==> src/rtl/isolde_xif_commit_buffer.sv <==
// ----------------------------------------------------------------------------
// isolde_xif_commit_buffer
//   Holds offloaded instructions accepted on the XIF issue channel, together
//   with their source operands, until the CPU commits or kills them.
//   Committed entries leave in issue order through a valid/ready port.
//   Killed entries are retired silently, one per cycle.
//
// Ports
//   clk_i, rst_ni           clock, asynchronous active-low reset
//   issue_*_i / issue_*_o   XIF issue handshake, operands and accept response
//   commit_*_i              XIF commit channel (id, kill)
//   out_*                   committed head towards the execution unit
//   count_o                 occupied entries, including uncommitted and killed
//   unexp_commit_o          sticky flag: a commit id matched no live entry
// ----------------------------------------------------------------------------
module isolde_xif_commit_buffer #(
  parameter int unsigned X_ID_WIDTH  = 4,
  parameter int unsigned X_NUM_RS    = 2,
  parameter int unsigned X_RFR_WIDTH = 32,
  parameter int unsigned DEPTH       = 4
) (
  input  logic                              clk_i,
  input  logic                              rst_ni,
  input  logic                              issue_valid_i,
  output logic                              issue_ready_o,
  input  logic [31:0]                       issue_instr_i,
  input  logic [X_ID_WIDTH-1:0]             issue_id_i,
  input  logic [X_NUM_RS*X_RFR_WIDTH-1:0]   issue_rs_i,
  input  logic [X_NUM_RS-1:0]               issue_rs_valid_i,
  input  logic                              issue_accept_i,
  output logic                              issue_accept_o,
  input  logic                              commit_valid_i,
  input  logic [X_ID_WIDTH-1:0]             commit_id_i,
  input  logic                              commit_kill_i,
  output logic                              out_valid_o,
  input  logic                              out_ready_i,
  output logic [31:0]                       out_instr_o,
  output logic [X_ID_WIDTH-1:0]             out_id_o,
  output logic [X_NUM_RS*X_RFR_WIDTH-1:0]   out_rs_o,
  output logic [$clog2(DEPTH+1)-1:0]        count_o,
  output logic                              unexp_commit_o
);

  localparam int unsigned RS_W  = X_NUM_RS * X_RFR_WIDTH;
  localparam int unsigned PTR_W = $clog2(DEPTH);
  localparam int unsigned CNT_W = $clog2(DEPTH + 1);

  // Per-entry status bits
  logic [DEPTH-1:0] valid_q, valid_d;
  logic [DEPTH-1:0] cmt_q, cmt_d;
  logic [DEPTH-1:0] kill_q, kill_d;

  // Per-entry payload, written only on allocation
  logic [31:0]           instr_q [DEPTH];
  logic [X_ID_WIDTH-1:0] id_q    [DEPTH];
  logic [RS_W-1:0]       rs_q    [DEPTH];

  logic [PTR_W-1:0] head_q, head_d;
  logic [PTR_W-1:0] tail_q, tail_d;
  logic [CNT_W-1:0] count_q, count_d;
  logic             unexp_q, unexp_d;

  logic             ready_c;
  logic             alloc_c;
  logic             pop_c;
  logic             new_hit_c;
  logic [DEPTH-1:0] hit_c;

  // Ready depends only on registered occupancy, so a same-cycle pop never raises it
  assign ready_c        = rst_ni & (count_q < CNT_W'(DEPTH)) & (&issue_rs_valid_i);
  assign alloc_c        = issue_valid_i & ready_c & issue_accept_i;
  assign issue_ready_o  = ready_c;
  assign issue_accept_o = issue_accept_i & ready_c;

  // Commit lookup against live, not yet committed entries
  always_comb begin
    hit_c = '0;
    for (int unsigned i = 0; i < DEPTH; i++) begin
      hit_c[i] = valid_q[i] & ~cmt_q[i] & (id_q[i] == commit_id_i);
    end
  end

  // A commit that only matches the entry being written this cycle lands on the new entry
  assign new_hit_c = commit_valid_i & ~(|hit_c) & alloc_c & (issue_id_i == commit_id_i);

  // Killed heads retire unconditionally; committed heads wait for the consumer
  assign pop_c = valid_q[head_q] & (kill_q[head_q] | (cmt_q[head_q] & out_ready_i));

  // Next-state for status bits, pointers, occupancy and the sticky flag
  always_comb begin
    valid_d = valid_q;
    cmt_d   = cmt_q;
    kill_d  = kill_q;
    head_d  = head_q + PTR_W'(pop_c);
    tail_d  = tail_q + PTR_W'(alloc_c);
    count_d = count_q + CNT_W'(alloc_c) - CNT_W'(pop_c);
    unexp_d = unexp_q | (commit_valid_i & ~(|hit_c) & ~new_hit_c);

    if (commit_valid_i) begin
      for (int unsigned i = 0; i < DEPTH; i++) begin
        if (hit_c[i]) begin
          cmt_d[i]  = 1'b1;
          kill_d[i] = commit_kill_i;
        end
      end
    end

    if (pop_c) begin
      valid_d[head_q] = 1'b0;
    end

    if (alloc_c) begin
      valid_d[tail_q] = 1'b1;
      cmt_d[tail_q]   = new_hit_c;
      kill_d[tail_q]  = new_hit_c & commit_kill_i;
    end
  end

  // Control state registers
  always_ff @(posedge clk_i or negedge rst_ni) begin
    if (!rst_ni) begin
      valid_q <= '0;
      cmt_q   <= '0;
      kill_q  <= '0;
      head_q  <= '0;
      tail_q  <= '0;
      count_q <= '0;
      unexp_q <= 1'b0;
    end else begin
      valid_q <= valid_d;
      cmt_q   <= cmt_d;
      kill_q  <= kill_d;
      head_q  <= head_d;
      tail_q  <= tail_d;
      count_q <= count_d;
      unexp_q <= unexp_d;
    end
  end

  // Payload storage
  always_ff @(posedge clk_i or negedge rst_ni) begin
    if (!rst_ni) begin
      for (int unsigned i = 0; i < DEPTH; i++) begin
        instr_q[i] <= '0;
        id_q[i]    <= '0;
        rs_q[i]    <= '0;
      end
    end else if (alloc_c) begin
      instr_q[tail_q] <= issue_instr_i;
      id_q[tail_q]    <= issue_id_i;
      rs_q[tail_q]    <= issue_rs_i;
    end
  end

  assign out_valid_o    = valid_q[head_q] & cmt_q[head_q] & ~kill_q[head_q];
  assign out_instr_o    = instr_q[head_q];
  assign out_id_o       = id_q[head_q];
  assign out_rs_o       = rs_q[head_q];
  assign count_o        = count_q;
  assign unexp_commit_o = unexp_q;

  // Protocol sanity checks
  logic dup_id_c;
  logic cmt_twice_c;

  always_comb begin
    dup_id_c    = 1'b0;
    cmt_twice_c = 1'b0;
    for (int unsigned i = 0; i < DEPTH; i++) begin
      for (int unsigned j = i + 1; j < DEPTH; j++) begin
        if (valid_q[i] && valid_q[j] && (id_q[i] == id_q[j])) dup_id_c = 1'b1;
      end
      if (commit_valid_i && valid_q[i] && cmt_q[i] && (id_q[i] == commit_id_i)) cmt_twice_c = 1'b1;
    end
  end

  a_unique_ids: assert property (@(posedge clk_i) disable iff (!rst_ni) !dup_id_c);
  a_no_recommit: assert property (@(posedge clk_i) disable iff (!rst_ni) !cmt_twice_c);
  a_count_bound: assert property (@(posedge clk_i) disable iff (!rst_ni) count_q <= CNT_W'(DEPTH));

endmodule

==> config.mk <==
export PLATFORM = sky130hd
export DESIGN_NAME = isolde_xif_commit_buffer
export DESIGN_NICKNAME = d
export VERILOG_FILES = /design/src/rtl/isolde_xif_commit_buffer.sv
export SDC_FILE = /design/constraint.sdc
export NUM_CORES = 1
export LEC_CHECK = 0
export ABC_AREA = 1
export BUFFER_PORTS_ARGS = -buffer_cell sky130_fd_sc_hd__buf_2
export CAP_MARGIN = 20
export CORE_MARGIN = 2
export CORE_UTILIZATION = 58
export CTS_BUF_LIST = sky130_fd_sc_hd__clkbuf_2
export CTS_CLUSTER_DIAMETER = 200
export DETAILED_ROUTE_END_ITERATION = 7
export GPL_ROUTABILITY_DRIVEN = 0
export GPL_TIMING_DRIVEN = 0
export HOLD_SLACK_MARGIN = 0.08
export PLACE_DENSITY = 0.8
export SLEW_MARGIN = 20
export SYNTH_ARGS = -nofsm -noshare
export SYNTH_HDL_FRONTEND = slang
export SYNTH_SLANG_ARGS = --single-unit
==> constraint.sdc <==
create_clock -name clk_i -period 3.5 [get_ports clk_i]
set_input_delay 0.35 -clock clk_i [delete_from_list [all_inputs] [get_ports clk_i]]
set_output_delay 0.35 -clock clk_i [all_outputs]
set_load 0.02 [all_outputs]
# Word level (Yosys, flattened, before mapping)
# Index checks and enable logic that the tools add are counted.
# Widths: inputs -> output; s select.
# op_classes
reduce_logical,5
bitwise,36
magnitude_cmp,8
n_mux,44
eq_ne,5
n_addsub,4
# ops
operator,count
$bwmux 256,1
$mux 64,3
$bmux 64 s2,1
$bwmux 128,1
$demux 64 s2,1
$mux 32,3
$bmux 32 s2,1
$demux 32 s2,1
$mux 4,9
$and 1x1->1,22
$eq 4x4->1,5
$bwmux 16,1
$mux 1,13
$bmux 4 s2,1
$bwmux 4,2
$demux 4 s2,1
$not 1->1,7
$bmux 1 s2,3
$ge 3x3->1 const B,2
$lt 2x3->1 const B,2
$not 2->3,2
$add 2x1->2,2
$and 4x4->4,1
$demux 1 s2,2
other kinds (11),15
# totals
out_inout_bits,107
reg_bits,420
inputBits,113
wordCells,121

# Depth between registers and ports, before layout
# logic_depth
depth_word,11
ltp_mapped,15
ltp_nobuf,15

# Worst setup path after synthesis
# Ideal clock, no wire load.
# synth_path
path_kind,register to register
from,register head_q[0]
to,"register count_q[2], in the netlist count_o[2]"
t_required_ns,3.371
setup_time_ns,0.129
n_path_buf,0
setup_slack_ns,0.964
path_stages_with_launch,14
period_less_slack_ns,2.536
arrival_ns,2.407
cell_sequence,dfrtp_1 inv_1 nand2_1 or2_2 o211ai_1 nand2_1 and2_1 ha_1 inv_1 ha_1 inv_1 fa_1 xnor2_1 xor2_1
# synth_between
elab_chain_cells,6
word_cells_on_any_way,10
classes_between,1 x add/sub; 6 x mux; 3 x bitwise
# synth_lines
item,line,source
from (decl),58,"logic [PTR_W-1:0] head_q, head_d;"
from (signal assigned),125,head_q <= '0;
from (signal assigned),133,head_q <= head_d;
$bmux 1 s2,87,assign pop_c = valid_q[head_q] & (kill_q[head_q] | (cmt_q[head_q] & out_ready_i));
$mux 1 (not written as such),87,
$and 1x1->1,87,
$or 1x1->1,87,
$and 1x1->1 *,87,
$sub 3x1->3 *,96,count_d = count_q + CNT_W'(alloc_c) - CNT_W'(pop_c);
net count_d[2],60,"logic [CNT_W-1:0] count_q, count_d;"
to (signal assigned),135,count_q <= count_d;
to (decl),60,
# The timed path passes the listed nets; every way through them passes the cells marked *. The select of a mux whose other input is x is not followed.
# A chain may end at the register's enable or synchronous reset.

# Final worst setup path
# layout_path
from,register head_q[1]
to,output out_rs_o[62]
# layout_between
elab_chain_cells,4
# layout_lines
item,line,source
$not 2->3 (not written as such),158,assign out_rs_o = rs_q[head_q];
$bmux 64 s2,158,
$mux 64 (not written as such) (2 in a row),158,
to (decl),39,"output logic [X_NUM_RS*X_RFR_WIDTH-1:0] out_rs_o,"
# No other way between the ends. The select of a mux whose other input is x is not followed.

==> results.yml <==
sta:
  fin_setup_tns_ns: -0.0351
  fin_skew_ns: 0.0593
  drv_slew: 0
  maxSlewHeadroom: 0.523
  worst-slew-pin-transition_ns: 0.716
  rsz0062_at_grt: "yes"
  finalHoldViolations: 0
  fin_ws_ns: -0.0149
  setup_violations: 4
  fin_crit_ns: 3.51
  whs_ns: 0.142
  timing.final.crit_share: 1.00
  fmax_mhz: 285
power_and_ir_drop:
  combPwrFrac: 0.046
  p_sw_mw: 2.22
  power.internal_mw: 6.31
  swShare: 0.260
  clkPwrFrac: 0.385
  ir_drop_v: 0.000260
  leakage_nw: 11.3
  p_total_mw: 8.52
  seqPwrFrac: 0.569
  p_per_area_nw_per_um2: 388
clock_network:
  path_clk_slew_ns: 0.10
  cts_tree: "built"
  post-cts-setup-buffer-count: 0
  htree_levels: 3
  cts.sinks: 420
  clk_path_buf_depth: 3
  cts_made_buffers: 105
  root_buffer: "clkbuf_2"
  clk_latency_ns: 1.02
synth:
  yosys.area.top_type_share: 0.585
  yosysUniqueCellTypes: 33
  synth.yosys.seq_area_share: 0.585
  netlist_area_sq_um: 18000
  ys_ff_latch: 420
  synthTopCellsByArea: "dfrtp_1 (58%), nand2_1 (13%), a22oi_1 (6.3%), o21ai_1 (5.6%), o21ai_0 (5.5%)"
  syn_avg_cell_area_sq_um: 9.08
  yosysTopAreaCell: "dfrtp_1"
  yosys_warnings: 0
  synth_nets: 2098
  synthCells: 1980
floorplanning:
  ios: 220
  start_util: 0.588
  fp.dieH_um: 180
  die_w_um: 180
  row_count: 64
  die_area_sq_um: 32400
  core_area_sq_um: 30600
global_route:
  antenna_found_initial: 2
  track_usage: 0.346
  first_global_vias: 17000
  grt-busiest-layer: "met2"
  met2_usage: 0.549
  grt_first_pass_wirelength_um: 89000
  grt_max_degree: 99
  overflow: 0
  met1_usage: 0.458
  gr-usage-met3: 0.0790
layout:
  drive_gt1_frac: 0.192
  n_fill_cell: 2391
  nets: 2557
  final_core_util: 0.719
  syn2layout_area_growth_pct: 22.3
route:
  via_per_inst: 5.84
  num_vias: 17000
  ant_nets: 0
  drt_iter0_drc: 1841
  drc: 0
  routed_wirelength_um: 56500
  drt-pass1-iter-count: 6
  routedWlPerCell_um: 19.5
setup_path:
  cp-start-kind: "register"
  crit_path_end_kind: "output port"
  worstPathMaxFanout: 10
  cp.arrival_ns: 3.16
  timing.critical_path.required_ns: 3.15
  crit_type: "reg2out"
flow_run:
  drv_cap: 0
placed_design:
  portBuffers: 218
  pre_cts_slack_ns: 0.484
  dpl.hpwl_um: 36100
run_status:
  status: "finished with violations"
  violations: "negative setup slack"
min_path:
  min_path_type: "in2reg"
worst max-delay path: stages (launching register included):
cell      delay (ns)
dfrtp_1         0.44
inv_1           0.07
nand2_1         0.07
inv_1           0.13
clkbuf_2        0.38
clkbuf_1        0.54
a22oi_1         0.14
nand2_1         0.18
buf_2           0.19
cell families (layout without fill, tap and decap cells):
logic type	Yosys count	count (layout)	synth area share
simple gates	703	703	0.156
compound gates	575	575	0.184
flops	420	420	0.585
buf+inv	269	797	0.0677
xor+xnor	8	8	0.00390
fa+ha+maj	5	5	0.00390
other cells	0	3	0
state kept, by name, summed over array words and instances, names as in the netlist:
name / cells
rs_q: 256
cmt_q: 4
kill_q: 4
instr_q: 128
id_q: 16
valid_q: 4
count_o: 3
unexp_commit_o: 1
head_q: 2
tail_q: 2
cell usage in the layout (no fill, tap or decap), types with 2 or more instances in the layout:
cell type,Yosys,layout
buf_16,0,4
nand3_1,56,56
o21ai_0,197,197
buf_2,27,246
ha_1,4,4
inv_1,134,134
dlygate4sd3_1,0,128
xnor2_1,5,5
buf_6,23,23
o221ai_1,2,2
nor3_1,3,3
a21oi_1,7,7
o211ai_1,5,5
o22ai_1,2,2
o21ai_2,8,8
bufinv_16,0,2
clkbuf_1,72,49
clkinv_2,0,2
diode_2,0,3
clkinv_1,0,18
a22oi_1,152,152
nand4_1,5,5
o21ai_1,202,202
clkbuf_2,0,170
dfrtp_1,420,420
xor2_1,3,3
clkbuf_4,0,5
nor2_1,21,21
inv_2,7,8
nor3_4,3,3
buf_1,6,2
nand2_1,607,607
worst paths after layout:
path / start / to / slack (ns) / depth (start not counted)
setup / recovery: head_q[1] / out_rs_o[62] / -0.01 / 8
hold / removal: issue_id_i[3] / id_q[7] / 0.14 / 4
setup reg to reg: head_q[0] / count_o[2] / 0.54 / 13
hold reg to reg: rs_q[77] / rs_q[77] / 0.49 / 2
max in group asynchronous: rst_ni / rs_q[145] / 2.22 / 5
min in group asynchronous: rst_ni / rs_q[170] / 0.48 / 4
layer usage:
layer  wire (um)  part of all wire  vias up
met4        2490             0.044        0
met5           0                 0        -
li1            -                 -     7571
met2       26300              0.47      974
met3        5260             0.093      196
met1       22500              0.40     8243
area by class of cell:
class	instances	area, sq um	area share
well taps	396	495	0.0225
inverters	141	529	0.0241
clock inverters	26	166	0.00757
repair buffers	352	2540	0.115
diodes	3	7.51	0.000342
plain buffers	128	733	0.0334
flip-flops and latches	420	10500	0.478
multi-input cells	1291	6250	0.284
clock buffers	150	751	0.0342
cell usage after synthesis (all sizes together):
library cell and number:
dfrtp 420, fa 1, buf 56, o22ai 2, nand3 56, and2 1
xnor2 5, o21ai 407, o211ai 5, o221ai 2, clkbuf 72, a22oi 152
and3 1, nor2 23, inv 141, ha 4, or2 1, nand4 6
a21oi 7, nor3 6, nand3b 1, xor2 3, nand2 608
power groups by stage:
stage          Sequential (mW)  Combinational [mW]  Clock (mW)
6_report                  4.85               0.394        3.28
4_1_cts                   4.85               0.385        3.30
3_3_place_gp              4.95               0.260           0
5_1_grt                   4.85               0.436        3.56
2_1_floorplan             4.95              0.0683           0
3_5_place_dp              4.95               0.281           0
through the flow:
step	instances	cell area (sq um)
detailed placement	2598	19700
floorplan	1980	18000
global placement	2594	19600
finish	2907	22000
CTS	2903	21900
global route	2906	22000
repair_timing:
action | in CTS | in global routing
cloned | 0 | 1
gates resized for setup | 13 | 36
pin swaps | 0 | 0
setup endpoints to repair | 99 | 69
hold buffers | 129 | 0
endpoints found under the hold margin | 742 | 0
(Power assumes the default switching activity.)
